--- config.mk ---
export PLATFORM = sky130hd
export DESIGN_NAME = ps2_led_ctrl_flat
export DESIGN_NICKNAME = d
export VERILOG_FILES = /design/src/rtl/ps2_led_ctrl_if.sv /design/src/rtl/ps2_led_ctrl.sv /design/src/flat_wrapper.sv
export SDC_FILE = /design/constraint.sdc
export NUM_CORES = 1
export LEC_CHECK = 0
export ABC_CLOCK_PERIOD_IN_PS = 3050
export BUFFER_PORTS_ARGS = -buffer_cell sky130_fd_sc_hd__buf_4
export CAP_MARGIN = 5
export CORE_MARGIN = 5
export CORE_UTILIZATION = 54
export DETAILED_ROUTE_END_ITERATION = 16
export GPL_TIMING_DRIVEN = 0
export MAX_ROUTING_LAYER = met4
export PLACE_DENSITY = 0.76
export SYNTH_ARGS = -nofsm -noshare
export SYNTH_HDL_FRONTEND = slang
export SYNTH_SLANG_ARGS = --single-unit
--- constraint.sdc ---
create_clock -name clk -period 3.05 [get_ports clk]
set_input_delay 0.61 -clock clk [delete_from_list [all_inputs] [get_ports clk]]
set_output_delay 0.61 -clock clk [all_outputs]
set_load 0.005 [all_outputs]
--- src/rtl/ps2_led_ctrl_if.sv ---
// Signal bundle between the LED command sequencer and its byte RX/TX neighbours.
// The master side is the sequencer; the slave side is the surrounding logic or a bench.
interface ps2_led_ctrl_if;
    logic       i_byte_en;
    logic [7:0] i_byte;
    logic       i_capslock;
    logic       i_numlock;
    logic       i_scrolllock;
    logic       i_tx_done;
    logic       i_tx_err;
    logic       o_byte_en;
    logic [7:0] o_byte;
    logic       o_tx_req;
    logic [7:0] o_tx_byte;
    logic       o_busy;
    logic       o_done;
    logic       o_err;
    logic [2:0] o_led_state;
    // Debug view of the FSM state: 0 IDLE, 1 SEND_CMD, 2 WAIT_ACK1, 3 SEND_LED, 4 WAIT_ACK2
    logic [2:0] o_state;

    modport master (
        input  i_byte_en, i_byte, i_capslock, i_numlock, i_scrolllock, i_tx_done, i_tx_err,
        output o_byte_en, o_byte, o_tx_req, o_tx_byte, o_busy, o_done, o_err, o_led_state,
               o_state
    );

    modport slave (
        output i_byte_en, i_byte, i_capslock, i_numlock, i_scrolllock, i_tx_done, i_tx_err,
        input  o_byte_en, o_byte, o_tx_req, o_tx_byte, o_busy, o_done, o_err, o_led_state,
               o_state
    );
endinterface

--- src/rtl/ps2_led_ctrl.sv ---
// Keeps keyboard LEDs in step with the lock state: sends 0xED + LED byte with retries,
// and hides the keyboard's 0xFA/0xFE answers from the scancode path while waiting for them.
module ps2_led_ctrl #(
    parameter int TIMEOUT_CYCLES = 1_000_000,
    parameter int MAX_RETRY      = 3
) (
    input  logic           clk,
    input  logic           i_sclr,
    ps2_led_ctrl_if.master bus
);
    localparam int RW = $clog2(MAX_RETRY + 1);
    localparam int TW = $clog2(TIMEOUT_CYCLES);
    localparam logic [RW-1:0] RETRY_LAST = RW'(MAX_RETRY);
    localparam logic [TW-1:0] TMO_LAST   = TW'(TIMEOUT_CYCLES - 1);

    typedef enum logic [2:0] {
        IDLE      = 3'd0,
        SEND_CMD  = 3'd1,
        WAIT_ACK1 = 3'd2,
        SEND_LED  = 3'd3,
        WAIT_ACK2 = 3'd4
    } state_t;

    state_t        r_state;
    logic [2:0]    r_snap;
    logic [2:0]    r_last;
    logic [RW-1:0] r_retry;
    logic [TW-1:0] r_tmo;
    logic          r_done;
    logic          r_err;

    logic [2:0] w_req;
    logic       w_pending;
    logic       w_ack;
    logic       w_nak;
    logic       w_in_wait;
    logic       w_in_send;
    logic       w_tmo_hit;
    logic       w_fail;

    assign w_req     = {bus.i_capslock, bus.i_numlock, bus.i_scrolllock};
    assign w_pending = (w_req != r_last);
    assign w_ack     = bus.i_byte_en && (bus.i_byte == 8'hFA);
    assign w_nak     = bus.i_byte_en && (bus.i_byte == 8'hFE);
    assign w_in_wait = (r_state == WAIT_ACK1) || (r_state == WAIT_ACK2);
    assign w_in_send = (r_state == SEND_CMD) || (r_state == SEND_LED);
    assign w_tmo_hit = (r_tmo == TMO_LAST);
    // An accepting 0xFA beats a timeout in the same cycle; err beats done while sending.
    assign w_fail    = (w_in_send && bus.i_tx_err) ||
                       (w_in_wait && !w_ack && (w_nak || w_tmo_hit));

    always_ff @(posedge clk or posedge i_sclr) begin
        if (i_sclr) begin
            r_state <= IDLE;
            r_snap  <= '0;
            r_last  <= '0;
            r_retry <= '0;
            r_tmo   <= '0;
            r_done  <= 1'b0;
            r_err   <= 1'b0;
        end else begin
            r_done <= 1'b0;
            r_err  <= 1'b0;
            if (w_fail) begin
                // Giving up still commits the snapshot so a dead keyboard cannot cause endless retries.
                if (r_retry == RETRY_LAST) begin
                    r_err   <= 1'b1;
                    r_last  <= r_snap;
                    r_state <= IDLE;
                end else begin
                    r_retry <= r_retry + 1'b1;
                    r_state <= SEND_CMD;
                end
            end else begin
                case (r_state)
                    IDLE: begin
                        if (w_pending) begin
                            r_snap  <= w_req;
                            r_retry <= '0;
                            r_state <= SEND_CMD;
                        end
                    end
                    SEND_CMD: begin
                        if (bus.i_tx_done) begin
                            r_tmo   <= '0;
                            r_state <= WAIT_ACK1;
                        end
                    end
                    WAIT_ACK1: begin
                        if (w_ack) r_state <= SEND_LED;
                        else       r_tmo   <= r_tmo + 1'b1;
                    end
                    SEND_LED: begin
                        if (bus.i_tx_done) begin
                            r_tmo   <= '0;
                            r_state <= WAIT_ACK2;
                        end
                    end
                    WAIT_ACK2: begin
                        if (w_ack) begin
                            r_last  <= r_snap;
                            r_done  <= 1'b1;
                            r_state <= IDLE;
                        end else begin
                            r_tmo <= r_tmo + 1'b1;
                        end
                    end
                    default: r_state <= IDLE;
                endcase
            end
        end
    end

    assign bus.o_byte      = bus.i_byte;
    assign bus.o_byte_en   = bus.i_byte_en &&
                             !(w_in_wait && ((bus.i_byte == 8'hFA) || (bus.i_byte == 8'hFE)));
    assign bus.o_tx_req    = w_in_send;
    assign bus.o_tx_byte   = (r_state == SEND_CMD) ? 8'hED :
                             (r_state == SEND_LED) ? {5'b0, r_snap} : 8'h00;
    assign bus.o_busy      = (r_state != IDLE);
    assign bus.o_done      = r_done;
    assign bus.o_err       = r_err;
    assign bus.o_led_state = r_last;
    assign bus.o_state     = r_state;
endmodule

--- src/flat_wrapper.sv ---
// flat-port wrapper written by rule: the top's interface ports become plain ports
module ps2_led_ctrl_flat 
#(
    parameter int TIMEOUT_CYCLES = 1_000_000,
    parameter int MAX_RETRY      = 3
)
  (clk, i_sclr, bus_i_byte_en, bus_i_byte, bus_i_capslock, bus_i_numlock, bus_i_scrolllock, bus_i_tx_done, bus_i_tx_err, bus_o_byte_en, bus_o_byte, bus_o_tx_req, bus_o_tx_byte, bus_o_busy, bus_o_done, bus_o_err, bus_o_led_state, bus_o_state);
  ps2_led_ctrl_if bus_i ();
  input  logic clk;
  input  logic i_sclr;
  input wire logic [$bits(bus_i.i_byte_en)-1:0] bus_i_byte_en;
  input wire logic [$bits(bus_i.i_byte)-1:0] bus_i_byte;
  input wire logic [$bits(bus_i.i_capslock)-1:0] bus_i_capslock;
  input wire logic [$bits(bus_i.i_numlock)-1:0] bus_i_numlock;
  input wire logic [$bits(bus_i.i_scrolllock)-1:0] bus_i_scrolllock;
  input wire logic [$bits(bus_i.i_tx_done)-1:0] bus_i_tx_done;
  input wire logic [$bits(bus_i.i_tx_err)-1:0] bus_i_tx_err;
  output wire logic [$bits(bus_i.o_byte_en)-1:0] bus_o_byte_en;
  output wire logic [$bits(bus_i.o_byte)-1:0] bus_o_byte;
  output wire logic [$bits(bus_i.o_tx_req)-1:0] bus_o_tx_req;
  output wire logic [$bits(bus_i.o_tx_byte)-1:0] bus_o_tx_byte;
  output wire logic [$bits(bus_i.o_busy)-1:0] bus_o_busy;
  output wire logic [$bits(bus_i.o_done)-1:0] bus_o_done;
  output wire logic [$bits(bus_i.o_err)-1:0] bus_o_err;
  output wire logic [$bits(bus_i.o_led_state)-1:0] bus_o_led_state;
  output wire logic [$bits(bus_i.o_state)-1:0] bus_o_state;
  assign bus_i.i_byte_en = bus_i_byte_en;
  assign bus_i.i_byte = bus_i_byte;
  assign bus_i.i_capslock = bus_i_capslock;
  assign bus_i.i_numlock = bus_i_numlock;
  assign bus_i.i_scrolllock = bus_i_scrolllock;
  assign bus_i.i_tx_done = bus_i_tx_done;
  assign bus_i.i_tx_err = bus_i_tx_err;
  assign bus_o_byte_en = bus_i.o_byte_en;
  assign bus_o_byte = bus_i.o_byte;
  assign bus_o_tx_req = bus_i.o_tx_req;
  assign bus_o_tx_byte = bus_i.o_tx_byte;
  assign bus_o_busy = bus_i.o_busy;
  assign bus_o_done = bus_i.o_done;
  assign bus_o_err = bus_i.o_err;
  assign bus_o_led_state = bus_i.o_led_state;
  assign bus_o_state = bus_i.o_state;
  ps2_led_ctrl #(.TIMEOUT_CYCLES(TIMEOUT_CYCLES), .MAX_RETRY(MAX_RETRY)) u_core (.clk(clk), .i_sclr(i_sclr), .bus(bus_i));
endmodule
==> flow_summary.yaml <==
outcome:
  status: "finished clean"
timing:
  timing.fmax_ghz: 0.389
  setup_viol: 0
  setup_slack_ns: 0.480
  rsz0062_at_grt: "no"
  worstMarginPinSlew_ns: 0.940
  period_minus_slack_ns: 2.57
  maxSlewViolCount: 0
  max_slew_margin: 0.369
  hold_violations: 0
  timing.final.crit_share: 0.843
  setup_tns_ns: 0
  holdWs_ns: 0.425
  skew_ns: 0.00724
synth:
  synth-seq-cells: 33
  synth_edf_count: 0
  yosysWarnings: 0
  synth.distinct_cells: 49
  yosys_most_used_dff: "dfrtp_1"
  syn_area_sq_um: 1980
  avgSynthCellArea_sq_um: 9.26
  yosysSeqAreaShare: 0.417
  synth_cells: 214
  async_flop_share: 1.00
  syn_nets: 232
pwr:
  powerDensity_nw_per_um2: 763
  power_uw: 1880
  max-vdd-ir-drop_uv: 482
  power.leakage_uw: 0.00112
final_layout:
  nets: 280
  multi_input_area_sq_um: 1010
  fillers: 320
  diodes: 0
  drive_gt1_frac: 0.293
  utilization: 0.684
  syn2layout_area_growth_pct: 24.4
  seq_area_sq_um: 826
floorplan:
  core_area_sq_um: 3610
  die_w_um: 70.6
  initial_core_util: 0.550
  rows: 22
  die_area_sq_um: 4980
  io_pins: 43
  dieHeight_um: 70.6
worst_setup_path:
  crit_arrival_ns: 2.74
  worst-setup-path-type: "flip-flop to flip-flop"
  cp_max_fo: 8
  cp-startpoint: "u_core.r_tmo[8]"
  r2r_cells: 6
  cp-end-kind: "flip-flop"
  cp-endpoint: "u_core.bus.o_led_state[2]"
  r2r_slack_ns: 0.48
  rr_endpoint: "u_core.bus.o_led_state[2]"
  crit_required_ns: 3.22
  r2r_start: "u_core.r_tmo[8]"
  startpoint_type: "flip-flop"
route:
  via_per_inst: 5.68
  drc: 0
  dr.first_iter.drc_count: 148
  drt-total-wl_um: 4570
  dr.pass1.iters: 4
  ant_nets: 0
  drt-wirelength-per-cell_um: 14.7
  vias: 1767
cts:
  cts.path.max_buffers: 2
  cts_tree: "done"
  root_buffer: "clkbuf_8"
  cts.reportedPaths.clkPinSlew_ns: 0.07
  ctsHoldBuffers: 0
  clk_latency_ns: 0.29
  numCtsBuffers: 5
  cts_sinks: 33
  cts-resized-gates: 0
  cts_setup_buffers: 0
  htreeDepth: 2
placement:
  gp_congestion: 0.907
  dp_hpwl_um: 3300
  port_buffers: 41
  pre_cts_ws_ns: 0.507
global_route:
  antenna_found_initial: 0
  grt_max_degree: 34
  grt_overflow: 0
  grtUsageTotal: 0.198
  grt_pass1_wl_um: 7770
  grt_pass1_vias: 1678
min_path:
  min_path_type: "input port to asynchronous set/reset pin"
run:
  maxCapViolCount: 0
## metrics by stage
stage	area, sq um	cells
global route	2470	311
finish	2470	311
floorplan	1980	214
detailed placement	2350	303
CTS	2470	311
global placement	2350	303
## Yosys cell counts, types with 2 or more instances
cell,number,area share
mux2_2,5,0.028
and2_1,3,0.0095
mux2_1,2,0.011
nor2b_1,2,0.0063
nand3b_1,3,0.011
clkbuf_1,3,0.0057
nand2b_1,6,0.019
ha_1,2,0.013
buf_4,12,0.045
o31ai_1,9,0.034
nand2_1,14,0.027
nor3_1,5,0.013
nand3_1,10,0.025
xnor2_1,7,0.031
nand4_1,5,0.016
o41ai_1,3,0.013
nor4_1,5,0.016
nor2_1,16,0.030
o211ai_1,2,0.0076
o21ai_0,21,0.053
buf_2,4,0.010
a21oi_1,2,0.0051
and3_1,7,0.022
a31oi_1,7,0.022
dfrtp_1,33,0.42
inv_1,2,0.0038
o21a_1,2,0.0076
## state kept, by name, indices dropped and copies added (netlist names)
signal                  cells
u_core.bus.o_led_state      3
u_core.bus.o_state          3
u_core.bus.o_err            1
u_core.r_tmo               20
u_core.r_retry              2
u_core.bus.o_done           1
u_core.r_snap               3
## layout by cell type (no fill, tap or decap), drive strengths merged, types with 2 or more instances in the layout
cell,instances
buf,58
dfrtp,33
o21ai,21
nor2,16
nand2,14
clkbuf,11
nand3,10
o31ai,9
and3,7
xnor2,7
a31oi,7
mux2,7
nand2b,6
nor4,5
nand4,5
nor3,5
o41ai,4
and2,3
nand3b,3
o211ai,2
nor2b,2
a21oi,2
o21a,2
ha,2
or2,2
inv,2
## layout make-up
| class | instances | area share |
|---|---|---|
| buffer | 21 | 0.0558 |
| clock buffer | 7 | 0.0350 |
| clock inverter | 1 | 0.0122 |
| inverter | 3 | 0.00457 |
| multi-input combinational | 157 | 0.408 |
| sequential | 33 | 0.335 |
| tap | 48 | 0.0244 |
| timing repair buffer | 41 | 0.125 |
## cells by family after synthesis
kind of cell               share of synthesized area
other                                        0.00189
and+or+nand+nor                                0.226
muxes                                         0.0448
xor gates and xnor gates                      0.0354
DFF                                            0.417
adders and majority gates                     0.0126
AOI/OAI and AO/OA                              0.188
buffers and inverters                         0.0751
## per-layer routing
metal	vias to the layer above	wire, um	global-route usage
met5	-	0	-
met4	0	67	0.0564
met3	6	326	0.0582
met2	46	2090	0.309
met1	843	2090	0.251
li1	872	-	-
## critical path, cell delays in order, from the launching register on
cell and delay (ns):
dfrtp_1 0.45, nor4_1 0.36, nand4_1 0.24, o41ai_2 0.57, a31o_2 0.27, a21o_1 0.21, mux2_2 0.35
## power breakdown
part	internal (uW)	leakage, uW	switching, uW	total, uW
Clock	266	0.0000585	162	428
Sequential	520	0.000441	68.8	588
Combinational	446	0.000616	419	865
Total	1230	0.00112	650	1880
## worst min-delay path by stage
| stage | start | slack, ns | cells after the start | to |
|---|---|---|---|---|
| floorplan | u_core.r_retry[0] | 0.45 | 1 | u_core.r_retry[0] |
| CTS | u_core.r_retry[0] | 0.49 | 1 | u_core.r_retry[0] |
| global route | u_core.r_retry[0] | 0.50 | 1 | u_core.r_retry[0] |
| finish | i_sclr | 0.43 | 2 | u_core.r_snap[1] |
| global placement | u_core.r_retry[0] | 0.48 | 1 | u_core.r_retry[0] |
| detailed placement | u_core.r_retry[0] | 0.49 | 1 | u_core.r_retry[0] |
Power figures use the tool's default switching activity.
